### config.mk
export PLATFORM = sky130hd
export DESIGN_NAME = if_stage
export DESIGN_NICKNAME = d
export VERILOG_FILES = /design/src/rtl/if_stage_pkg.sv /design/src/rtl/if_id_reg.sv /design/src/rtl/if_stage.sv
export SDC_FILE = /design/constraint.sdc
export NUM_CORES = 1
export LEC_CHECK = 0
export BUFFER_PORTS_ARGS = -buffer_cell sky130_fd_sc_hd__buf_2
export CAP_MARGIN = 20
export CORE_MARGIN = 4
export CORE_UTILIZATION = 51
export DETAILED_ROUTE_END_ITERATION = 8
export MAX_ROUTING_LAYER = met4
export PLACE_DENSITY = 0.81
export SYNTH_ARGS = -nofsm -noshare
export SYNTH_HDL_FRONTEND = slang
export SYNTH_SLANG_ARGS = --single-unit
### constraint.sdc
create_clock -name clk -period 10.7 [get_ports clk]
set_clock_uncertainty 0.1 [all_clocks]
set_input_delay 3.21 -clock clk [delete_from_list [all_inputs] [get_ports clk]]
set_output_delay 3.21 -clock clk [all_outputs]
set_load 0.01 [all_outputs]
### src/rtl/if_stage_pkg.sv
// Shared types and constants for the instruction-fetch stage and its
// pipeline registers.
package if_stage_pkg;

    localparam int ADDR_LEN  = 32;
    localparam int INSTR_LEN = 32;

    typedef logic [ADDR_LEN-1:0]  addr_t;
    typedef logic [INSTR_LEN-1:0] instr_t;

    // Encoding of "no operation" used to squash a pipeline slot.
    localparam instr_t NOP_INST         = 32'h0000_0000;
    // Distance between consecutive sequential fetches.
    localparam addr_t  PC_STEP          = 32'd4;
    // Default boot address.
    localparam addr_t  RESET_PC_DEFAULT = 32'h0000_0000;

    // What the fetch stage does on the coming clock edge.
    typedef enum logic [1:0] {
        ACT_ADVANCE  = 2'd0,
        ACT_STALL    = 2'd1,
        ACT_REDIRECT = 2'd2
    } fetch_act_e;

    // Redirect beats stall: the older EX-stage branch squashes whatever
    // the hazard unit was holding in ID.
    function automatic fetch_act_e select_action(input logic stall,
                                                 input logic branch_taken);
        if (branch_taken)
            return ACT_REDIRECT;
        else if (stall)
            return ACT_STALL;
        else
            return ACT_ADVANCE;
    endfunction

    // Instructions are word aligned; the low two address bits are dropped.
    function automatic addr_t align_word(input addr_t a);
        return {a[ADDR_LEN-1:2], 2'b00};
    endfunction

endpackage

### src/rtl/if_id_reg.sv
// Generic pipeline register: captures a pc/instruction pair when enabled,
// and is squashed to an invalid NOP on flush (flush has priority).
module if_id_reg
    import if_stage_pkg::*;
(
    input  logic   clk,
    input  logic   rst,
    input  logic   en,
    input  logic   flush,
    input  addr_t  d_pc,
    input  instr_t d_inst,
    output addr_t  q_pc,
    output instr_t q_inst,
    output logic   q_valid
);

    // Pipeline slot: squash on flush, capture on enable, otherwise hold.
    // NOTE: sequential state uses non-blocking assignments so every register
    // samples pre-edge values, independent of block ordering.
    always_ff @(posedge clk or posedge rst) begin
        if (rst) begin
            q_pc    <= '0;
            q_inst  <= NOP_INST;
            q_valid <= 1'b0;
        end else if (flush) begin
            q_pc    <= '0;
            q_inst  <= NOP_INST;
            q_valid <= 1'b0;
        end else if (en) begin
            q_pc    <= d_pc;
            q_inst  <= d_inst;
            q_valid <= 1'b1;
        end
    end

endmodule

### src/rtl/if_stage.sv
// Instruction-fetch stage: owns the PC, drives instruction memory, feeds the
// IF/ID register and keeps saturating fetch/stall/flush statistics.
module if_stage
    import if_stage_pkg::*;
#(
    parameter addr_t RESET_PC = RESET_PC_DEFAULT,
    parameter int    CNT_W    = 32
) (
    input  logic             clk,
    input  logic             rst,
    input  logic             stall,
    input  logic             branch_taken,
    input  addr_t            branch_target,
    output addr_t            imem_addr,
    input  instr_t           imem_rdata,
    output addr_t            pc,
    output instr_t           inst,
    output addr_t            id_pc,
    output instr_t           id_inst,
    output logic             id_valid,
    output logic [CNT_W-1:0] fetch_cnt,
    output logic [CNT_W-1:0] stall_cnt,
    output logic [CNT_W-1:0] flush_cnt,
    output logic             align_err
);

    fetch_act_e act;

    assign act       = select_action(stall, branch_taken);
    assign imem_addr = pc;
    assign inst      = imem_rdata;

    // PC register and sticky misaligned-target flag.
    always_ff @(posedge clk or posedge rst) begin
        if (rst) begin
            pc        <= RESET_PC;
            align_err <= 1'b0;
        end else begin
            unique case (act)
                ACT_REDIRECT: begin
                    pc <= align_word(branch_target);
                    if (branch_target[1:0] != 2'b00)
                        align_err <= 1'b1;
                end
                ACT_ADVANCE: pc <= pc + PC_STEP;
                default:     ;
            endcase
        end
    end

    // Statistics counters; each saturates at all-ones instead of wrapping.
    always_ff @(posedge clk or posedge rst) begin
        if (rst) begin
            fetch_cnt <= '0;
            stall_cnt <= '0;
            flush_cnt <= '0;
        end else begin
            unique case (act)
                ACT_ADVANCE:
                    if (fetch_cnt != '1) fetch_cnt <= fetch_cnt + CNT_W'(1);
                ACT_STALL:
                    if (stall_cnt != '1) stall_cnt <= stall_cnt + CNT_W'(1);
                ACT_REDIRECT:
                    if (flush_cnt != '1) flush_cnt <= flush_cnt + CNT_W'(1);
                default: ;
            endcase
        end
    end

    if_id_reg u_if_id (
        .clk     (clk),
        .rst     (rst),
        .en      (act == ACT_ADVANCE),
        .flush   (act == ACT_REDIRECT),
        .d_pc    (pc),
        .d_inst  (imem_rdata),
        .q_pc    (id_pc),
        .q_inst  (id_inst),
        .q_valid (id_valid)
    );

endmodule

==> results of run 1 <==
==> cell usage after synthesis, types with 2 or more instances <==
cell      number
buf_2          4
nor3b_1        6
nor4_1        16
o31a_1         3
clkbuf_1      17
dfrtp_1      191
or4_1          3
nor2b_1        4
nor4b_1        3
and4_1        11
o21ai_0       32
buf_1          5
nand2_1       78
ha_1           4
inv_1         11
nor4_4         2
or3_1          2
nand2b_1       3
buf_6          2
and3_1        15
nand3_1       52
xor2_1        66
and2_1         6
mux2_2         2
xnor2_1       54
nor3_1        27
buf_4         68
nand4_1       37
mux2i_1       62
or4_4          2
a21oi_1        3
nor2_1        85
o31ai_4        2
==> final timing paths <==
path | cells past startpoint | slack [ns] | end | from
max | 2 | 3.88 | inst[4] | imem_rdata[4]
min | 1 | 0.37 | align_err | align_err
max reg2reg | 6 | 8.09 | stall_cnt[29] | stall_cnt[0]
min reg2reg | 1 | 0.37 | align_err | align_err
max in group asynchronous | 4 | 6.55 | fetch_cnt[4] | rst
min in group asynchronous | 2 | 2.85 | flush_cnt[28] | rst
==> flip-flops by register name (all words and copies together), names as in the netlist <==
name / cells
u_if_id.q_inst: 32
u_if_id.q_valid: 1
align_err: 1
stall_cnt: 32
u_if_id.q_pc: 31
imem_addr: 30
flush_cnt: 32
fetch_cnt: 32
==> cells by family (layout without fill, tap and decap cells) <==
family                     after synthesis  after routing  synth area share (%)
and+or+nand+nor                        359            359                  19.8
xor gates and xnor gates               120            120                  11.2
muxes                                   65             65                  7.00
DFF                                    191            191                  51.2
other                                    1              6                0.0401
buffers and inverters                  108            371                  7.30
AOI/OAI and AO/OA                       43             43                  2.92
adders and majority gates                4              4                 0.536
==> final cells by class <==
type	count	share of cell area (%)
sequential	191	42.2
multi-input combinational	595	34.4
timing repair buffer	328	14.9
clock buffer	20	4.03
tap	229	2.53
clock inverter	12	1.50
inverter	11	0.431
antenna	2	0.0442
==> through the flow <==
| stage | cell area, sq um | cells | util (%) | power [uW] |
|---|---|---|---|---|
| 2_1_floorplan | 9360 | 894 | - | 1030 |
| 3_3_place_gp | 10700 | 1351 | 59.3 | 1140 |
| 3_5_place_dp | 10700 | 1351 | 59.3 | 1150 |
| 4_1_cts | 11300 | 1383 | 62.8 | 1830 |
| 5_1_grt | 11300 | 1388 | 63.1 | 1890 |
| 6_report | 11300 | 1388 | 63.1 | 1810 |
==> power groups by stage <==
stage	Sequential, uW	Combinational [uW]	Clock [uW]
2_1_floorplan	884	150	0
3_3_place_gp	868	273	0
3_5_place_dp	871	279	0
4_1_cts	858	281	687
5_1_grt	872	306	715
6_report	860	277	673
==> metal layers <==
layer,track usage (%),vias to the layer above,part of all wire [%]
li1,-,3517,-
met1,30.8,3671,40
met2,38.8,311,50
met3,4.59,45,7.6
met4,8.57,0,2.8
met5,-,-,0
==> impl_metrics.yaml, run 1 <==
status:
  status: "complete, no violations"
drt:
  dr_total_vias: 7544
  avgViaCountPerCell: 5.44
  drc: 0
  first_pass_iters: 5
  ant_nets: 0
  drt_iter0_markers: 380
  avgRoutedWirePerCell_um: 17.7
  wl_um: 24600
pwr:
  combPwrFrac_pct: 15.3
  power.switching_uw: 524
  swShare_pct: 28.9
  peakVddDrop_v: 0.000111
  p_leak_uw: 0.00595
  power.share.clock_pct: 37.2
  seq_power_share_pct: 47.5
  intPower_uw: 1290
  pwr_density_cell_mw_per_mm2: 160
yosys:
  async_flop_share_pct: 100
  synth_seq_cells: 191
  synth_edf_count: 0
  yosysWarnings: 0
  synth_cells: 891
  synth_top_area_share_pct: 51.2
  ys_seq_area_share_pct: 51.2
  synth_cell_types: 46
  syn_area_sq_mm: 0.00934
  ys.flop_type: "dfrtp_1"
  postSynthAreaPerCell_sq_um: 10.5
  synth_top_cell_by_area: "dfrtp_1"
  yosys-top-cells-area: "dfrtp_1 51%, mux2i_1 6.6%, xor2_1 6.2%"
finish:
  fillCellCount: 1482
  register_area_sq_mm: 0.00478
  drive_gt1_share_pct: 32.4
  multiInputGateArea_sq_mm: 0.00390
  final_cell_mix: "319 x buf_2, 191 x dfrtp_1, 85 x nor2_1"
  layout.nets: 1216
  layout_commonest_cell: "buf_2"
  area_growth_syn_to_layout_pct: 21.3
timing:
  period_share_pct: 63.7
  hold_viol_final: 0
  fin_ws_ns: 3.88
  drv_slew: 0
  max_freq_mhz: 147
  rsz0062_at_grt: "no"
  tightest_slew_ns: 0.956
  setup_viol: 0
  hold_ws_ns: 0.367
  fin_crit_ns: 6.82
  relSlewSlack_pct: 36.2
  setup_tns_ns: 0
clocking:
  post_cts_buffers: 0
  tritoncts: "yes"
  cts_resized: 0
  holdBufCountCts: 0
  clk_latency_ns: 0.42
  h-tree-depth: 4
  path_clk_slew_ns: 0.06
  numCtsBuffers: 17
  clock_path_buffers: 2
  clock-root-buffer: "clkbuf_16"
  cts_sinks: 191
floorplanning:
  die_h_um: 143
  start_util_pct: 52.0
  rows: 49
  coreArea_sq_mm: 0.0180
  die_x_um: 143
  dieArea_sq_mm: 0.0206
  io_pins: 326
critical_path:
  crit_arrival_ns: 3.51
  crit_path_max_fanout: 2
  path_buf_inv: 2
  end_kind: "primary output"
  cp.required_ns: 7.39
  cpMostUsedCell: "buf_2"
  worstPathCellList: "buf_2 -> buf_2"
  start_kind: "input port"
  path_delay_family: "buffers and inverters"
  cp_slowest_cell: "buf_2"
  critPathKind: "in2out"
  slowest_delay_ns: 0.15
global_route:
  grt_use_total_pct: 24.1
  grt_max_degree: 114
  grt_pass1_vias: 7174
  grt-ovfl-total: 0
  grt_pass1_wl_um: 38300
  grt_antenna_before_repair: 2
min_path:
  min_path_type: "reg2reg"
flow_run:
  drv_cap: 0
placement:
  numPortBuffers: 321
  place_ws_ns: 3.87
  hpwl_um: 18000
  gp_congestion: 0.846
Power figures use the tool's default switching activity.
==> run 2, diff against run 1 <==
ABC_AREA = 1   (was not set)
CORE_UTILIZATION = 53   (was 51)
clock period = 7 ns   (was 10.7 ns; I/O delays follow)
==> run 2 against run 1 <==
  * Global-route usage increased by 3.9 points
  * Register-to-register slack got worse by 3.2 ns
  * First-iteration DRC count increased by 110%
  * Critical path depth unchanged
  * Via count increased by 46%
  * Sequential power increased by 51%
  * Critical path type unchanged
  * Largest power group unchanged
==> impl_metrics.yaml, run 2 <==
status:
  status: "complete, no violations"
timing:
  setup_tns_ns: 0
  max_freq_mhz: 219
  relSlewSlack_pct: 26.2
  period_share_pct: 65.2
  hold_viol_final: 0
  setup_viol: 0
  fin_crit_ns: 4.56
  tightest_slew_ns: 1.11
  rsz0062_at_grt: "no"
  drv_slew: 0
critical_path:
  worstPathCellList: "buf_2 -> buf_2"
  reg2reg_depth: 7
  start_kind: "input port"
  path_delay_family: "buffers and inverters"
  r2r_start: "stall_cnt[0]"
  cp.required_ns: 4.80
  critPathKind: "in2out"
  cp_slowest_cell: "buf_2"
  r2r_setup_slack_ns: 4.85
  cpMostUsedCell: "buf_2"
  end_kind: "primary output"
  crit_path_max_fanout: 2
  path_buf_inv: 2
  crit_arrival_ns: 2.36
  reg2reg_to: "stall_cnt[20]"
  slowest_delay_ns: 0.14
min_path:
  worstHoldStart: "u_if_id.q_pc[5]"
  min_path_type: "reg2reg"
  hold_path_end: "u_if_id.q_pc[5]"
  min_path_cells: 2
yosys:
  postSynthAreaPerCell_sq_um: 7.28
  ys.flop_type: "dfrtp_1"
  synth_top_cell_by_area: "dfrtp_1"
  synth_cells: 1561
  synth_cell_types: 40
  syn_area_sq_mm: 0.0114
  synth_top_area_share_pct: 42.1
  ys_seq_area_share_pct: 42.1
  synthTopCellsByCount: "651 x nand2_1, 202 x nor2_1, 191 x dfrtp_1"
  yosys-top-cells-area: "dfrtp_1 42%, nand2_1 22%, nor2_1 6.7%"
  async_flop_share_pct: 100
  synth_edf_count: 0
  synth_seq_cells: 191
  yosysMostFrequentCell: "nand2_1"
  yosysWarnings: 0
floorplanning:
  start_util_pct: 54.0
  die_x_um: 154
  rows: 53
  io_pins: 326
  die_h_um: 154
  dieArea_sq_mm: 0.0238
  coreArea_sq_mm: 0.0210
finish:
  layout_commonest_cell: "nand2_1"
  fillCellCount: 1890
  postLayoutCellArea_sq_mm: 0.0132
  layout.nets: 1871
  final_cell_mix: "651 x nand2_1, 321 x buf_2, 202 x nor2_1"
  area_growth_syn_to_layout_pct: 15.9
  multiInputGateArea_sq_mm: 0.00546
  register_area_sq_mm: 0.00478
  final_core_util_pct: 62.6
  drive_gt1_share_pct: 22.4
global_route:
  grt_antenna_before_repair: 3
  grt_pass1_vias: 10300
  grt-ovfl-total: 0
  grt_use_total_pct: 28.0
  grt_pass1_wl_um: 53100
  grt_max_degree: 192
pwr:
  fin_total_pwr_uw: 2760
  pwr_density_cell_mw_per_mm2: 209
  peakVddDrop_v: 0.000131
  p_leak_uw: 0.00685
drt:
  first_pass_iters: 5
  dr_total_vias: 11000
  drt_iter0_markers: 810
  drc: 0
  ant_nets: 0
  wl_um: 32800
  avgViaCountPerCell: 5.26
  avgRoutedWirePerCell_um: 15.7
clocking:
  clock_path_buffers: 2
  post_cts_buffers: 0
  path_clk_slew_ns: 0.07
  clock-root-buffer: "clkbuf_16"
  clk_latency_ns: 0.44
  cts_sinks: 191
  h-tree-depth: 4
  holdBufCountCts: 0
  cts_resized: 0
  tritoncts: "yes"
  numCtsBuffers: 17
placement:
  placed_cell_area_sq_mm: 0.0126
  gp_congestion: 0.969
  numPortBuffers: 321
  hpwl_um: 24000
flow_run:
  drv_cap: 0
==> run 2: cell count changes in the layout (fill, tap and decap cells not counted), sizes merged, moves of 34 or more <==
| cell | delta |
|---|---|
| nand2 | +588 |
| nor2 | +140 |
| inv | +85 |
| mux2i | -62 |
| xnor2 | -40 |
| xor2 | -37 |
| nand3b | +36 |
| o21ai | +34 |
==> run 2: logic make-up after synthesis <==
group	synth area share [%]
adder cells (fa/ha/maj)	0.441
XOR/XNOR	3.38
flip-flops	42.1
AND/OR/NAND/NOR	37.4
other	0.0330
buffers and inverters	9.97
AO/OA/AOI/OAI	6.71
==> run 2: report_power, final <==
group / internal, uW / leakage [uW] / switching, uW
Sequential: 1190 / 0.00254 / 111
Combinational: 178 / 0.00402 / 305
Clock: 482 / 0.000289 / 498
==> run 2: cell type report <==
cell class,count,share of cell area (%)
antenna,3,0.0570
clock buffer,17,3.23
clock inverter,15,1.21
inverter,92,2.69
multi-input combinational,1173,41.4
sequential,191,36.3
tap,275,2.61
timing repair buffer,324,12.5
==> run 2: through the flow <==
step	hold slack, ns	instances	setup slack (ns)
3_5_place_dp	0.354	2055	2.29
6_report	0.373	2090	2.44
3_3_place_gp	0.354	2055	2.35
5_1_grt	0.409	2090	2.44
4_1_cts	0.373	2087	2.44
2_1_floorplan	0.409	1564	2.34
==> run 2: how the worst max path moves through the flow <==
stage              startpoint           end  slack (ns)  cells past startpoint
2_1_floorplan             rst     align_err        2.34                      1
3_3_place_gp     branch_taken  imem_addr[9]        2.35                      9
3_5_place_dp     branch_taken  imem_addr[9]        2.29                      9
4_1_cts        imem_rdata[30]      inst[30]        2.44                      2
5_1_grt        imem_rdata[30]      inst[30]        2.44                      2
6_report       imem_rdata[30]      inst[30]        2.44                      2
==> run 2: layer usage <==
| metal | global-route usage, % | part of all wire [%] |
|---|---|---|
| met5 | - | 0 |
| met3 | 4.39 | 7.1 |
| met1 | 36.8 | 42 |
| met4 | 6.85 | 1.5 |
| met2 | 45.9 | 49 |
